`src/rtl/mb32_arb.sv`:
```
// mb32_arb: two-master arbiter (m0 data/stack, m1 fetch) for the mb32 1-cycle-latency memory bus.
// Optional: define MB32_ARB_RR_EN for round-robin tie-breaking instead of fixed m0 priority.
module mb32_arb #(
    parameter int unsigned ASZ      = 15,
    parameter int unsigned DSZ      = 32,
    parameter int unsigned WAIT_MAX = 8
) (
    input  logic           clk,
    input  logic           rst,
    input  logic           m0_req,
    input  logic           m0_lock,
    input  logic           m0_we,
    input  logic [3:0]     m0_bmsk,
    input  logic [ASZ-1:0] m0_ai,
    input  logic [DSZ-1:0] m0_vi,
    output logic           m0_gnt,
    output logic           m0_rv,
    output logic [DSZ-1:0] m0_vo,
    input  logic           m1_req,
    input  logic           m1_we,
    input  logic [3:0]     m1_bmsk,
    input  logic [ASZ-1:0] m1_ai,
    input  logic [DSZ-1:0] m1_vi,
    output logic           m1_gnt,
    output logic           m1_rv,
    output logic [DSZ-1:0] m1_vo,
    output logic           mem_we,
    output logic [3:0]     mem_bmsk,
    output logic [ASZ-1:0] mem_ai,
    output logic [DSZ-1:0] mem_vi,
    input  logic [DSZ-1:0] mem_vo
);

    localparam int unsigned WCW = ($clog2(WAIT_MAX + 1) > 3) ? $clog2(WAIT_MAX + 1) : 3;
    localparam logic [WCW-1:0] WAIT_LIM = WCW'(WAIT_MAX);

    typedef enum logic {
        IDLE,
        LOCK0
    } state_e;

    state_e         state_q, state_d;
    logic [WCW-1:0] wait_cnt_q, wait_cnt_d;
    logic           last_q, last_d;
    logic           m0_rv_q, m0_rv_d;
    logic           m1_rv_q, m1_rv_d;
    logic           tie_m1;

    // Tie-break when both request: starvation override always wins.
`ifdef MB32_ARB_RR_EN
    assign tie_m1 = (wait_cnt_q == WAIT_LIM) || !last_q;
`else
    assign tie_m1 = (wait_cnt_q == WAIT_LIM);
`endif

    always_comb begin
        state_d = state_q;
        m0_gnt  = 1'b0;
        m1_gnt  = 1'b0;

        if (state_q == LOCK0 && m0_lock) begin
            m0_gnt = m0_req;
        end else begin
            // Lock release falls through to normal arbitration in the same cycle.
            state_d = IDLE;
            if (m0_req && m1_req) begin
                m1_gnt = tie_m1;
                m0_gnt = !tie_m1;
            end else begin
                m0_gnt = m0_req;
                m1_gnt = m1_req;
            end
            if (m0_gnt && m0_lock) begin
                state_d = LOCK0;
            end
        end

        if (rst) begin
            m0_gnt = 1'b0;
            m1_gnt = 1'b0;
        end

        if (m1_req && !m1_gnt) begin
            wait_cnt_d = (wait_cnt_q == WAIT_LIM) ? wait_cnt_q : wait_cnt_q + 1'b1;
        end else begin
            wait_cnt_d = '0;
        end

        last_d = last_q;
        if (m0_gnt) last_d = 1'b0;
        if (m1_gnt) last_d = 1'b1;

        m0_rv_d = m0_gnt && !m0_we;
        m1_rv_d = m1_gnt && !m1_we;

        if (m1_gnt) begin
            mem_we   = m1_we;
            mem_bmsk = m1_bmsk;
            mem_ai   = m1_ai;
            mem_vi   = m1_vi;
        end else begin
            mem_we   = m0_gnt && m0_we;
            mem_bmsk = m0_bmsk;
            mem_ai   = m0_ai;
            mem_vi   = m0_vi;
        end
    end

    always_ff @(posedge clk) begin
        if (rst) begin
            state_q    <= IDLE;
            wait_cnt_q <= '0;
            last_q     <= 1'b1;
            m0_rv_q    <= 1'b0;
            m1_rv_q    <= 1'b0;
        end else begin
            state_q    <= state_d;
            wait_cnt_q <= wait_cnt_d;
            last_q     <= last_d;
            m0_rv_q    <= m0_rv_d;
            m1_rv_q    <= m1_rv_d;
        end
    end

    assign m0_rv = m0_rv_q;
    assign m1_rv = m1_rv_q;
    assign m0_vo = mem_vo;
    assign m1_vo = mem_vo;

endmodule

```
`config.mk`:
```
export PLATFORM = sky130hd
export DESIGN_NAME = mb32_arb
export DESIGN_NICKNAME = d
export VERILOG_FILES = /design/src/rtl/mb32_arb.sv
export SDC_FILE = /design/constraint.sdc
export NUM_CORES = 1
export LEC_CHECK = 0
export ABC_AREA = 0
export BUFFER_PORTS_ARGS = -buffer_cell sky130_fd_sc_hd__buf_2
export CAP_MARGIN = 10
export CORE_AREA = 2 2 101 103
export CTS_BUF_LIST = sky130_fd_sc_hd__clkbuf_8
export DETAILED_ROUTE_END_ITERATION = 8
export DIE_AREA = 0 0 103 105
export PLACE_DENSITY_LB_ADDON = 0.12
export SYNTH_ARGS = -nofsm -noshare
export SYNTH_HDL_FRONTEND = slang
export SYNTH_SLANG_ARGS = --single-unit
```
`constraint.sdc`:
```
create_clock -name clk -period 2.9 [get_ports clk]
set_clock_uncertainty 0.05 [all_clocks]
set_input_delay 0.29 -clock clk [delete_from_list [all_inputs] [get_ports clk]]
set_output_delay 0.29 -clock clk [all_outputs]
set_load 0.01 [all_outputs]
```
## Yosys cells after proc, flatten, opt, wreduce, memory -nomap -nowiden

Index checks and enable logic that the tools add are counted.

| storage, ports and cells | value |
|---|---|
| register bits after elaboration | 7 |
| input port bits | 141 |
| output and inout bits | 120 |
| logic and storage cells | 31 |

| cells by class | value |
|---|---|
| add/sub/neg operators | 1 |
| equal/unequal tests | 1 |
| mux-type cells | 12 |
| bitwise logic cells | 1 |
| reduce and logical (&&, ||, !) cells | 12 |

Operator list:

| operator | number |
|---|---|
| 2-to-1 mux 32 bit | 1 |
| 2-to-1 mux 15 bit | 1 |
| 2-to-1 mux 1 bit | 9 |
| logical AND 1 bit | 7 |
| adder 4 x 1 -> 4 bit (second input constant) | 1 |
| equality test 4 bit (second input constant) | 1 |
| logical NOT 1 bit | 4 |
| 2-to-1 mux 4 bit | 1 |
| OR reduction 2 bit | 1 |
| inverter 1 bit | 1 |

## Depth between registers and ports, before layout

| depth | value |
|---|---|
| depth after elaboration | 8 |
| depth in mapped cells | 6 |
| mapped depth without buffers | 5 |

## Worst setup path before layout

Ideal clock, no wire load.

| timing | value |
|---|---|
| path type | register -> output |
| start | register wait_cnt_q[0] |
| end | output port mem_ai[10] |
| arrival | 1.753 ns |
| setup slack | 0.807 ns |
| cell stages (with the launch flop) | 7 |
| cell sequence | dfxtp_1 -> inv_1 -> ha_1 -> nand3b_1 -> a211oi_4 -> buf_6 -> mux2_2 |

| on the way | value |
|---|---|
| word-level cells in the longest chain between the ends | 5 |

Ends and longest elaborated chain:

| element | line | RTL |
|---|---|---|
| start, declared | 43 | `logic [WCW-1:0] wait_cnt_q, wait_cnt_d;` |
| start signal, assigned | 118 | `wait_cnt_q <= wait_cnt_d;` |
| equality test 4 bit | 53 | `assign tie_m1 = (wait_cnt_q == WAIT_LIM);` |
| 2-to-1 mux 1 bit | 66 | `if (m0_req && m1_req) begin` |
| 2-to-1 mux 1 bit | 61 | `if (state_q == LOCK0 && m0_lock) begin` |
| 2-to-1 mux 1 bit | 78 | `if (rst) begin` |
| named net m1_gnt | 24 | `output logic m1_gnt,` |
| 2-to-1 mux 15 bit | 96 | `if (m1_gnt) begin` |
| end, declared | 29 | `output logic [ASZ-1:0] mem_ai,` |

The timed path passes the listed nets, and every way through them passes these cells.

## Worst setup path after layout

| timing | value |
|---|---|
| start | register wait_cnt_q[0] |
| end | output port mem_vi[24] |

| on the way | value |
|---|---|
| word-level cells in the longest chain between the ends | 5 |

Ends and longest elaborated chain:

| element | line | RTL |
|---|---|---|
| equality test 4 bit | 53 |  |
| 2-to-1 mux 1 bit | 66 |  |
| 2-to-1 mux 1 bit | 61 |  |
| 2-to-1 mux 1 bit | 78 |  |
| 2-to-1 mux 32 bit | 96 |  |
| end, declared | 30 | `output logic [DSZ-1:0] mem_vi,` |

Every way passes these cells.

==> results by group <==
Worst setup path
  • Reg2Reg Setup Slack: 1090 ps
  • R2R depth: 5
  • Worst setup EP type: output port
  • Crit path from: wait_cnt_q[0]
  • CP Class: reg -> out
  • Req. time, crit path: 2560 ps
  • Critical Path AT: 2200 ps
  • R2r endpoint: m0_rv
  • Startpoint Class: flip-flop
  • Reg2reg start: wait_cnt_q[0]
  • CP Max Fanout: 31

Logic synthesis
  • Register area share after synthesis: 9.483%
  • Mapped Cells: 159
  • Synth warnings: 0
  • Post-synthesis xor/xnor area fraction: 1.185%
  • Ys async rst share: 0%
  • Synth Area in Simple Gates: 7.028%
  • Post-synth top area share: 38.87%
  • Mapped Area: 1478 sq um
  • Ys flop type: dfxtp_1
  • Syn avg cell area: 9.294 sq um
  • Largest family of logic cells by synthesized area: multiplexers
  • Number of enable flip-flop cells after synthesis: 0
  • Post-Synth Adder-Cell Area: 1.693%
  • Most common cell in the synthesized netlist: buf_4
  • Multiplexer share of the synthesized area: 38.87%
  • Netlist cell types: 28
  • Dominant cell type by area after synthesis: mux2_2
  • Synth area leaders: mux2_2 39%, buf_4 33%, dfxtp_1 9.5%, buf_6 3.8%, ha_1 1.7%
  • Synth Register Bits: 7
  • Compound-Gate Fraction of Synth Area: 4.403%
  • Top cells by count, synth: 64 x buf_4, 51 x mux2_2, 7 x dfxtp_1, 5 x buf_6
  • Net Count, Synth: 302

Clocking
  • CTS Buffer Depth: 2
  • Hold-fix buffers, CTS: 0
  • Post-CTS sizing: 0
  • Worst-Skew Late Latency: 230 ps
  • CTS Buf Count: 3
  • CTS tree: built
  • Root Buffer: clkbuf_8
  • Clk slew on worst S/H paths: 40 ps
  • H-tree depth: 1
  • Post-CTS Setup Bufs: 0
  • CTS sink cnt: 7

Worst hold path
  • Worst Hold Class: in -> reg
  • Hold Crit Start: m1_we
  • Hold Crit Depth: 2
  • Worst Hold End: m1_rv

STA
  • Fin. max-slew vios: 0
  • Setup TNS: 0 ps
  • Crit share post-route: 87.56%
  • RSZ-0062 raised after global routing: false
  • Hold slack: 197.1 ps
  • Fin crit period: 2539 ps
  • Worst-margin pin slew: 580.0 ps
  • Slew margin rel.: 61.07%
  • Setup-failing EPs final: 0
  • Final Hold Vio Count: 0
  • Fmax: 0.3938 GHz

Floorplanning
  • Die width: 103 microns
  • Core Region: 9639 sq um
  • Initial Util: 15.33%
  • Die height: 105 microns
  • Die area: 10820 sq um
  • Row cnt: 36
  • I/O Pins: 261

Layout
  • Ant diodes: 0
  • Final std cells w/o fill: 392
  • Layout cells sized above 1: 85.33%
  • Area delta synth->final: 34.29%
  • Fill count: 1130
  • Finished Core Util: 20.59%
  • Layout Nets: 403

Run status
  • Outcome: complete, no violations

Global route
  • GRT Residual Overflow: 0
  • First-pass GRT wire length: 6.513 mm
  • Vias in the first global route: 1370
  • Total Routing Usage GR: 7.637%
  • Initial antenna violation count: 0
  • Largest net degree at the start of global routing: 32

Detailed routing
  • ANT nets after route: 0
  • First drt pass iteration count: 4
  • Drt wl/cell: 12.54 microns
  • Wirelength, routed: 4.916 mm
  • Vias: 1421
  • First DRT Iteration DRCs: 36
  • Vias per cell: 3.625
  • DRC: 0

Place
  • Post-Place Cells: 388
  • PortBufs: 164
  • GP Congestion: 0.6888
  • DP HPWL: 4.246 mm

Power
  • Overall Power: 470.5 uW
  • Leakage: 0.0009994 uW
  • Pwr Density: 237.1 nW/um^2
  • VDD IR max: 0.09418 mV

Job
  • Max-Cap Viols: 0
[flip-flops by register name, indices dropped and copies added (netlist names)]
name / count
m1_rv: 1
wait_cnt_q: 4
state_q: 1
m0_rv: 1
[per-stage QoR]
step,instance area (sq um),setup slack (ps)
6_report,1984,360.6
5_1_grt,1984,240.9
3_5_place_dp,1939,574.0
2_1_floorplan,1478,806.7
3_3_place_gp,1939,609.8
4_1_cts,1984,335.7
[cell usage in the layout, fill, tap and decap left out]
master       n
a2111oi_0    1
a211oi_4     1
a21oi_1      1
a22o_1       1
a311oi_1     1
and2_1       1
and3b_1      1
buf_2      164
buf_4        2
clkbuf_8     3
dfxtp_1      7
ha_1         2
inv_1        4
mux2_2      51
nand2_1      1
nand2b_1     1
nand3_1      2
nand3b_1     1
nand4_1      2
nor2_1       1
nor2b_1      3
nor3_1       2
nor3b_1      1
nor4b_1      1
o21ai_0      1
o41ai_1      1
xnor2_1      1
xor2_1       1
[how the worst max path moves through the flow]
stage / endpoint / slack, ps / cells after the start
2_1_floorplan: mem_ai[10] / 810 / 6
3_3_place_gp: mem_vi[23] / 610 / 7
3_5_place_dp: mem_vi[1] / 570 / 7
5_1_grt: mem_vi[1] / 240 / 7
6_report: mem_vi[24] / 360 / 7
4_1_cts: mem_vi[1] / 340 / 7
[per-layer routing]
layer / global-route usage [%] / vias up / routed length [microns]
met5: 0 / - / 0
met4: 3.289 / 0 / 107
met3: 2.341 / 17 / 748
met2: 14.61 / 117 / 2405
met1: 7.235 / 602 / 1654
li1: - / 685 / -
[layout make-up]
type	instances	area, sq um	share of cell area, %
clock inverter	1	3.754	0.1892
timing repair buffer	166	835.8	42.12
sequential	7	140.1	7.062
clock buffer	3	41.29	2.081
inverter	3	11.26	0.5675
tap	133	166.4	8.386
multi-input combinational	79	785.8	39.60
[critical path: stages (launching register included)]
cell      delay [ps]
dfxtp_1          340
inv_1             70
ha_1             160
nand3b_1         190
a211oi_4         300
buf_4            380
mux2_2           390
buf_2            150
[kinds of logic (layout without fill, tap and decap cells)]
| logic type | after synthesis | count (layout) |
|---|---|---|
| xor gates and xnor gates | 2 | 2 |
| and+or+nand+nor | 17 | 17 |
| DFF | 7 | 7 |
| adders and majority gates | 2 | 2 |
| buffers and inverters | 73 | 173 |
| muxes | 51 | 51 |
| AOI/OAI and AO/OA | 7 | 7 |
[where the power goes]
group | switching, uW | internal (uW) | total [uW]
Clock | 40.0 | 91.3 | 131
Combinational | 99.9 | 137 | 237
Sequential | 2.36 | 99.7 | 102
Total | 142 | 328 | 471
No activity file was read; power rests on OpenSTA's default activity.
